===== src/rtl/pipe_stage_skid.sv =====
// Purpose : inter-stage pipeline register with a two-entry skid buffer, flush and perf counters.
// Latency : one cycle from push to out_* when empty (or one entry popping in the same cycle).
// Backpr. : in_ready is a flop, low only while both entries are held; no comb ready path upstream.
//
// Ports:
//   clk, rst                  rising-edge clock, asynchronous active-high reset
//   flush                     squash every held entry and any same-cycle input
//   in_valid/in_ready         upstream handshake, in_ctrl/in_data payload
//   out_valid/out_ready       downstream handshake, out_ctrl/out_data payload (zero when idle)
//   occupancy                 held entries (0..2)
//   stall_cnt, flush_cnt      saturating performance counters
module pipe_stage_skid #(
    parameter int CTRL_W = 16,
    parameter int DATA_W = 64,
    parameter int CNT_W  = 16
) (
    input  logic              clk,
    input  logic              rst,
    input  logic              flush,
    input  logic              in_valid,
    output logic              in_ready,
    input  logic [CTRL_W-1:0] in_ctrl,
    input  logic [DATA_W-1:0] in_data,
    output logic              out_valid,
    input  logic              out_ready,
    output logic [CTRL_W-1:0] out_ctrl,
    output logic [DATA_W-1:0] out_data,
    output logic [1:0]        occupancy,
    output logic [CNT_W-1:0]  stall_cnt,
    output logic [CNT_W-1:0]  flush_cnt
);

    typedef struct packed {
        logic [CTRL_W-1:0] ctrl;
        logic [DATA_W-1:0] data;
    } entry_t;

    // State value doubles as the occupancy count.
    typedef enum logic [1:0] {
        EMPTY = 2'd0,
        ONE   = 2'd1,
        FULL  = 2'd2
    } state_t;

    state_t state_q, state_d;
    entry_t main_q, main_d;
    entry_t skid_q, skid_d;
    logic   in_ready_q, in_ready_d;
    logic   push, pop;
    entry_t in_ent;

    assign in_ent = '{ctrl: in_ctrl, data: in_data};
    assign push   = in_valid & in_ready_q;
    assign pop    = (state_q != EMPTY) & out_ready;

    // State register (FSM state, storage, registered ready).
    always_ff @(posedge clk or posedge rst) begin
        if (rst) begin
            state_q    <= EMPTY;
            main_q     <= '0;
            skid_q     <= '0;
            in_ready_q <= 1'b1;
        end else begin
            state_q    <= state_d;
            main_q     <= main_d;
            skid_q     <= skid_d;
            in_ready_q <= in_ready_d;
        end
    end

    // Next-state logic. Storage is zeroed whenever an entry leaves so that
    // out_ctrl/out_data read as the bubble encoding while idle.
    always_comb begin
        state_d = state_q;
        main_d  = main_q;
        skid_d  = skid_q;
        if (flush) begin
            state_d = EMPTY;
            main_d  = '0;
            skid_d  = '0;
        end else begin
            unique case (state_q)
                EMPTY: begin
                    if (push) begin
                        state_d = ONE;
                        main_d  = in_ent;
                    end
                end
                ONE: begin
                    if (push && pop) begin
                        main_d = in_ent;
                    end else if (push) begin
                        state_d = FULL;
                        skid_d  = in_ent;
                    end else if (pop) begin
                        state_d = EMPTY;
                        main_d  = '0;
                    end
                end
                FULL: begin
                    if (pop) begin
                        state_d = ONE;
                        main_d  = skid_q;
                        skid_d  = '0;
                    end
                end
                default: begin
                    state_d = EMPTY;
                    main_d  = '0;
                    skid_d  = '0;
                end
            endcase
        end
        // Ready is computed from the next state so it can be a plain flop.
        in_ready_d = (state_d != FULL);
    end

    // Output logic: everything is taken straight from registers.
    always_comb begin
        out_valid = (state_q != EMPTY);
        out_ctrl  = main_q.ctrl;
        out_data  = main_q.data;
        occupancy = state_q;
        in_ready  = in_ready_q;
    end

    // Saturating performance counters, cleared only by reset.
    always_ff @(posedge clk or posedge rst) begin
        if (rst) begin
            stall_cnt <= '0;
            flush_cnt <= '0;
        end else begin
            if (out_valid && !out_ready && (stall_cnt != '1))
                stall_cnt <= stall_cnt + 1'b1;
            if (flush && ((state_q != EMPTY) || push) && (flush_cnt != '1))
                flush_cnt <= flush_cnt + 1'b1;
        end
    end

endmodule


===== config.mk =====
export PLATFORM = sky130hd
export DESIGN_NAME = pipe_stage_skid
export DESIGN_NICKNAME = d
export VERILOG_FILES = /design/src/rtl/pipe_stage_skid.sv
export SDC_FILE = /design/constraint.sdc
export NUM_CORES = 1
export LEC_CHECK = 0
export ABC_AREA = 1
export BUFFER_PORTS_ARGS = -buffer_cell sky130_fd_sc_hd__buf_2
export CAP_MARGIN = 0
export CORE_MARGIN = 10
export CORE_UTILIZATION = 50
export CTS_CLUSTER_DIAMETER = 200
export CTS_CLUSTER_SIZE = 30
export DETAILED_ROUTE_END_ITERATION = 8
export HOLD_SLACK_MARGIN = 0.08
export PLACE_DENSITY = 0.81
export SLEW_MARGIN = 25
export SYNTH_ARGS = -nofsm -noshare
export SYNTH_HDL_FRONTEND = slang
export SYNTH_SLANG_ARGS = --single-unit

===== constraint.sdc =====
create_clock -name clk -period 5.65 [get_ports clk]
set_input_delay 0.565 -clock clk [delete_from_list [all_inputs] [get_ports clk]]
set_output_delay 0.565 -clock clk [all_outputs]
set_load 0.01 [all_outputs]

Yosys cells after proc, flatten, opt, wreduce, memory -nomap -nowiden
Cells that the tools add are included.
Word-level totals
  memories kept: 0
  input port bits: 85
  register bits: 195
  word-level logic and storage cells: 52
  latch bits: 0
  memory bits (read-only): 0
  RAM bits: 0
Cells by class
  $mul: 0
  magnitude comparators: 0
  eq/ne operators: 12
  divide/modulo/power cells: 0
  multiplexer cells: 17
  bitwise gates (word level): 2
  $add $sub $neg: 2
  shifts and indexed selects: 0
  reductions and logical operators: 11
Operators with widths (number)
  two-way mux 80 bit: 8
  one-hot mux 80 bit (3 select lines): 2
  adder 16 x 1 -> 16 bit, second input constant: 2
  inequality test 16 bit, second input constant: 2
  two-way mux 2 bit: 6
  inequality test 3 bit, second input constant: 4
  inequality test 4 bit, second input constant: 2
  AND reduction 4 bit: 2
  one-hot mux 2 bit (3 select lines): 1
  logical AND 1 bit: 5
  inequality test 2 bit, second input constant: 2
  AND 1 bit: 2
  == test 2 x 1 -> 1 bit, second input constant: 1
  == test 2 bit, second input constant: 1
  zero test 2 bit: 1
  nonzero test 2 bit: 1
  zero test 1 bit: 1
  logical OR 1 bit: 1

Depth between registers and ports, before layout
Gate-level depths: netlist of the first run.
  depth after elaboration: 8
  gate-level depth with buffers: 9

Worst setup path after synthesis of the first run
OpenSTA, ideal clock, no wires.
  kind: register to register
  from: reg stall_cnt[0]
  to: reg stall_cnt[0]
  data required time: 5585 ps
  slack: 3930 ps
  arrival: 1655 ps
  stages on the path, launching flop included: 10
  path buffers: 1
  path through: dfrtp_1 ha_1 nand2_1 nor2_4 nand2_1 nor2_1 nor2_1 buf_2 nand2_1 nand2_1
On the way
  longest elaborated chain between the ends: 2
  elaborated cells between the ends (all ways): 3
  classes of those cells: 1 x add/sub; 1 x eq/ne; 1 x reduce/logical
Ends and longest elaborated chain
  start, declared: line 29  | output logic [CNT_W-1:0] stall_cnt,
  start signal, assigned: line 134  | stall_cnt <= stall_cnt + 1'b1;
  parallel branches: the longest is 2 deep, another holds adder 16 x 1 -> 16 bit
Parallel ways; which one is timed is not known.
A chain may end at the register's enable or synchronous reset.

Worst setup path in the final report of the first run
  from: reg state_q[1] (netlist: occupancy[1])
  to: reg skid_q[30] (netlist bit)
On the way
  longest elaborated chain between the ends: 5
  elaborated cells between the ends (all ways): 13
  classes of those cells: 6 x eq/ne; 2 x mux; 1 x bitwise; 4 x reduce/logical
Ends and longest elaborated chain
  start, declared: line 45  | state_t state_q, state_d;
  start signal, assigned: line 64  | state_q <= state_d;
  nonzero test 2 bit: line 54  | assign pop = (state_q != EMPTY) & out_ready;
  AND 1 bit: line 54
  logical AND 1 bit: line 90  | if (push && pop) begin
  inequality test 3 bit (no line)
  AND reduction 4 bit (no line)
  end signal, assigned: line 66  | skid_q <= skid_d;
  end, declared: line 47  | entry_t skid_q, skid_d;
Parallel ways exist; a longest one is shown, timed or not.

==> results of run 1 <==
[logic make-up (layout without fill, tap and decap cells)]
kind of cell	Yosys count	after routing	synth area share (%)
AO/OA/AOI/OAI	182	182	9.24
XOR/XNOR	13	13	1.13
adder cells (fa/ha/maj)	2	2	0.249
buffers and inverters	176	327	7.35
flip-flops	195	195	48.5
other	0	3	0
AND/OR/NAND/NOR	786	786	33.5
[state kept, by name (all words and copies together), names as in the netlist]
name       cells
skid_q        80
out_ctrl      16
out_data      64
stall_cnt     16
in_ready       1
occupancy      2
flush_cnt     16
[worst reg2reg max path, cell delays in order, from the launching register on]
cell and delay, ps:
dfrtp_2 1000, buf_4 570, nand4_1 320, nand2_8 580
buf_4 480, o21ai_0 170
[per-layer routing]
| metal | GRT usage [%] | share of wire (%) | wire length (µm) | vias up |
|---|---|---|---|---|
| li1 | - | - | - | 4686 |
| met1 | 29.4 | 45 | 12800 | 4509 |
| met2 | 33.8 | 46 | 12900 | 385 |
| met3 | 5.11 | 8.2 | 2330 | 22 |
| met4 | 5.71 | 1.1 | 319 | 2 |
| met5 | 0 | 0.064 | 18 | - |
[worst max-delay path by stage]
stage | cells past startpoint | slack, ps | to | startpoint
3_3_place_gp | 6 | 2310 | out_data[57]$_DFFE_PP0P_ | occupancy[1]$_DFF_PP0_
2_1_floorplan | 1 | 2570 | flush_cnt[0]$_DFFE_PP0P_ | rst
6_report | 5 | 2410 | skid_q[30]$_DFFE_PP0P_ | occupancy[1]$_DFF_PP0_
5_1_grt | 6 | 2150 | skid_q[29]$_DFFE_PP0P_ | occupancy[1]$_DFF_PP0_
4_1_cts | 6 | 2200 | skid_q[30]$_DFFE_PP0P_ | occupancy[1]$_DFF_PP0_
3_5_place_dp | 5 | 2240 | skid_q[29]$_DFFE_PP0P_ | occupancy[1]$_DFF_PP0_
[per-stage QoR]
stage	hold slack [ps]	area [µm²]	std cells	utilization (%)	total power, mW
finish	301	11700	1773	59.6	3.31
detailed placement	461	11100	1739	56.7	2.19
CTS	321	11700	1770	59.4	3.33
global placement	458	11100	1737	56.4	2.17
global route	358	11700	1771	59.5	3.48
floorplan	454	10100	1354	-	1.96
[cells in the final DEF, fill, tap and decap left out, types with 4 or more instances in the layout]
master | netlist | final
o21ai_0 | 149 | 149
buf_2 | 36 | 200
nand3_1 | 212 | 212
clkinvlp_4 | 0 | 4
clkbuf_16 | 0 | 17
inv_1 | 80 | 78
xnor2_1 | 8 | 8
nor2_1 | 33 | 32
nand4_1 | 13 | 13
inv_2 | 3 | 4
clkinv_2 | 0 | 4
dfrtp_1 | 194 | 193
buf_4 | 9 | 10
nand2_1 | 470 | 467
xor2_1 | 5 | 5
o21ai_1 | 29 | 29
nor3_1 | 48 | 48
[report_power, final]
group	total, mW	internal, mW	switching, mW	leakage, nW
Clock	1.15	0.607	0.541	0.259
Sequential	1.59	1.50	0.0886	2.65
Combinational	0.570	0.187	0.382	3.17
[area by class of cell]
cell class	count	share of cell area, %
antenna	3	0.0641
clock buffer	19	3.70
clock inverter	12	0.919
inverter	83	2.69
multi-input combinational	983	38.3
sequential	195	41.7
tap	265	2.83
timing repair buffer	213	9.83
==> impl_metrics.yaml, run 1 <==
die:
  initial_core_util_pct: 51.2
  core_area_um2: 19700
  fp.dieW_um: 162
  row_count: 51
  die_area_um2: 26200
  pin_count: 201
  die_h_um: 162
sta:
  hold_violations: 0
  rsz0062_at_grt: "no"
  setup_ws_ps: 2410
  setup_viol: 0
  period_share_pct: 57.4
  tightestPinTransition_ps: 950
  setup_tns_ps: 0
  min_period_ps: 3240
  finClkSkew_ps: 10.7
  drv_slew: 0
  slew_headroom_pct: 36.7
  clock.fmax_mhz: 308
placement:
  dp_hpwl_um: 18700
  port_buffers: 200
  gp_congestion: 0.847
  place_worst_setup_slack_ps: 2240
routing:
  via_count: 9604
  dr.first_iter.drc_count: 793
  drc: 0
  finalWirelength_um: 28300
  final_antenna_net_count: 0
  first_pass_iters: 5
  wl_per_cell_um: 16.0
  via_per_inst: 5.42
global_route:
  antenna_found_initial: 3
  grt_usage_pct: 21.6
  overflow: 0
  grt_pass1_wl_um: 47500
  grt_max_degree: 118
  grt_pass1_vias: 9360
critical_path:
  path_cells: "buf_4 > nand4_1 > nand2_8 > buf_4 > o21ai_0"
  r2r-start: "occupancy[1]$_DFF_PP0_"
  path_buf_inv: 2
  end_kind: "flop"
  r2r_slack_ps: 2410
  crit_path_start_kind: "flop"
  crit_top_cell: "buf_4"
  r2r-end: "skid_q[30]$_DFFE_PP0P_"
  cp_slowest_cell: "dfrtp_2"
  worstRegToRegCells: 5
  slowest_delay_ps: 1000
  cp_top_family: "buffers and inverters"
  crit_arrival_ps: 3530
  required_ps: 5940
  crit_type: "reg -> reg"
  critPathMaxFanout: 117
layout:
  seq_area_um2: 4880
  fillerInstances: 1838
  syn_to_final_growth_pct: 16.4
  final_net_count: 1580
  drive_above_1_share_pct: 17.4
  multiInputGateArea_um2: 4480
clock_network:
  cts_hold_buffers: 0
  cts_tree: "done"
  postCtsSetupRepairBufs: 0
  cts_root_buf: "clkbuf_16"
  clk_latency_ps: 430
  htree_levels: 4
  cts_sinks: 195
  clk_pin_slew_ps: 70
  cts_resized: 0
  cts_buffers: 17
  clk_path_buf_depth: 2
synth:
  synth_edf_count: 0
  synth-seq-cells: 195
  synth-async-reset-ratio_pct: 100
  yosys-top-cells-area: "dfrtp_1, nand2_1, nand3_1, o21ai_0, inv_1"
  synth_common_cells: "nand2_1, nand3_1, dfrtp_1"
  yosysTopAreaCell: "dfrtp_1"
  ys.flop_type: "dfrtp_1"
  synth_top_area_share_pct: 48.3
  synth_area_um2: 10100
  synth_nets: 1441
  synth_area_per_cell_um2: 7.43
  post-synth-top-count-cell: "nand2_1"
  synthDistinctLibCells: 29
  yosys_warnings: 0
  synth-seq-area-share_pct: 48.5
  syn_inst: 1354
power_and_ir_drop:
  powerDensity_nw_per_um2: 282
  power.leakage_nw: 6.08
  max-vdd-ir-drop_mv: 0.216
status:
  status: "finished, final reports clean"
worst_hold_path:
  hold_class: "in -> async"
run:
  max_cap_violations: 0
(Power assumes the default switching activity.)
==> inputs of run 2 (changes only) <==
clock period = 2.9 ns   (was 5.65 ns; I/O delays follow)
==> impl_metrics.yaml, run 2 (synthesis results as in run 1) <==
routing:
  first_pass_iters: 5
  dr.first_iter.drc_count: 870
  drc: 0
  wl_per_cell_um: 15.9
  via_per_inst: 5.43
  final_antenna_net_count: 0
  via_count: 9664
  finalWirelength_um: 28400
power_and_ir_drop:
  max-vdd-ir-drop_mv: 0.404
  power.leakage_nw: 6.14
  powerDensity_nw_per_um2: 563
critical_path:
  path_cells: "inv_2 > o21ai_1 > nor3_4 > buf_4 > o21ai_0 > nand2_1"
  slowest_delay_ps: 450
  crit_path_start_kind: "flop"
  startpoint: "occupancy[0]$_DFF_PP0_"
  r2r_slack_ps: 640
  crit_type: "reg -> reg"
  required_ps: 3260
  r2r-start: "occupancy[0]$_DFF_PP0_"
  crit_arrival_ps: 2620
  critPathMaxFanout: 48
  end_kind: "flop"
  cp_slowest_cell: "dfrtp_1"
worst_hold_path:
  hold_start: "in_data[9]"
  hold_class: "in -> reg"
placement:
  place_inst: 1747
  gp_congestion: 0.852
  place_worst_setup_slack_ps: 645
  port_buffers: 200
  dp_hpwl_um: 18600
layout:
  syn_to_final_growth_pct: 17.6
  final_cell_mix: "nand2_1, nand3_1, buf_2, dfrtp_1, o21ai_0"
  instances_no_fill: 1781
  drive_above_1_share_pct: 17.8
  largest_register_ffs: 80
  largest-register: "skid_q"
  mostFrequentLayoutCell: "nand2_1"
  final_net_count: 1589
sta:
  tightestPinTransition_ps: 938
  rsz0062_at_grt: "no"
  slew_headroom_pct: 37.5
  finClkSkew_ps: 11.9
  min_period_ps: 2260
  setup_ws_ps: 636
  hold_violations: 0
  setup_viol: 0
  hold_ws_ps: 145
  setup_tns_ps: 0
  period_share_pct: 78.1
  clock.fmax_mhz: 442
  drv_slew: 0
clock_network:
  cts_sinks: 195
  clk_path_buf_depth: 2
  clk_latency_ps: 430
  cts_tree: "done"
  htree_levels: 4
  cts_buffers: 17
  cts_root_buf: "clkbuf_16"
  postCtsSetupRepairBufs: 0
  clk_pin_slew_ps: 70
die:
  row_count: 51
  die_area_um2: 26200
  fp.dieW_um: 162
  initial_core_util_pct: 51.2
  die_h_um: 162
  pin_count: 201
  core_area_um2: 19700
global_route:
  grt_pass1_vias: 9006
  grt_max_degree: 115
  overflow: 0
  grt_pass1_wl_um: 46700
  grt_usage_pct: 21.4
  antenna_found_initial: 3
run:
  max_cap_violations: 0
status:
  status: "finished, final reports clean"
run 2: report_power, final:
part / internal, mW / leakage, nW / switching [mW]
clock: 1.38 / 0.287 / 1.04
combinational: 0.374 / 3.21 / 0.759
sequential: 2.92 / 2.65 / 0.170
run 2: worst paths after layout:
check / endpoint / cells past startpoint
hold / removal: skid_q[9]$_DFFE_PP0P_ / 3
setup reg to reg: out_ctrl[15]$_DFFE_PP0P_ / 6
max in group asynchronous: skid_q[62]$_DFFE_PP0P_ / 4
setup / recovery: out_ctrl[15]$_DFFE_PP0P_ / 6
hold reg to reg: out_ctrl[9]$_DFFE_PP0P_ / 2
min in group asynchronous: out_data[31]$_DFFE_PP0P_ / 4
run 2: worst max-delay path, delay by kind of cell (launching register included):
family,cells,cell delay (ps)
buffers and inverters,2,900
AOI/OAI and AO/OA,2,530
DFF,1,450
and+or+nand+nor,2,300
run 2: layer usage:
layer  global-route usage (%)  part of all wire [%]  vias up
met5                        0                 0.046        -
met4                     5.29                   1.0        2
met3                     5.36                   8.7       20
met2                     33.2                    45      393
met1                     29.5                    45     4544
li1                         -                     -     4705
run 2: what timing repair did:
item	in CTS	in global routing
endpoints found under the setup margin	0	0
hold buffers	1	0
hold endpoints to repair	81	0
resized for setup	0	0
run 2: area by class of cell:
cell class	count	area, µm²
Fill cell	1827	7830
Clock buffer	20	447
Antenna cell	2	5.00
Inverter	83	315
Sequential cell	195	4880
Clock inverter	11	150
Timing Repair Buffer	222	1230
Tap cell	265	332
Multi-Input combinational cell	983	4460
run 2: metrics by stage:
stage          util, %  cell area, µm²  power (mW)
3_5_place_dp      57.0           11200        4.28
4_1_cts           60.1           11800        6.72
6_report          60.2           11800        6.65
2_1_floorplan        -           10100        3.82
5_1_grt           60.2           11800        7.00
3_3_place_gp      57.0           11200        4.26
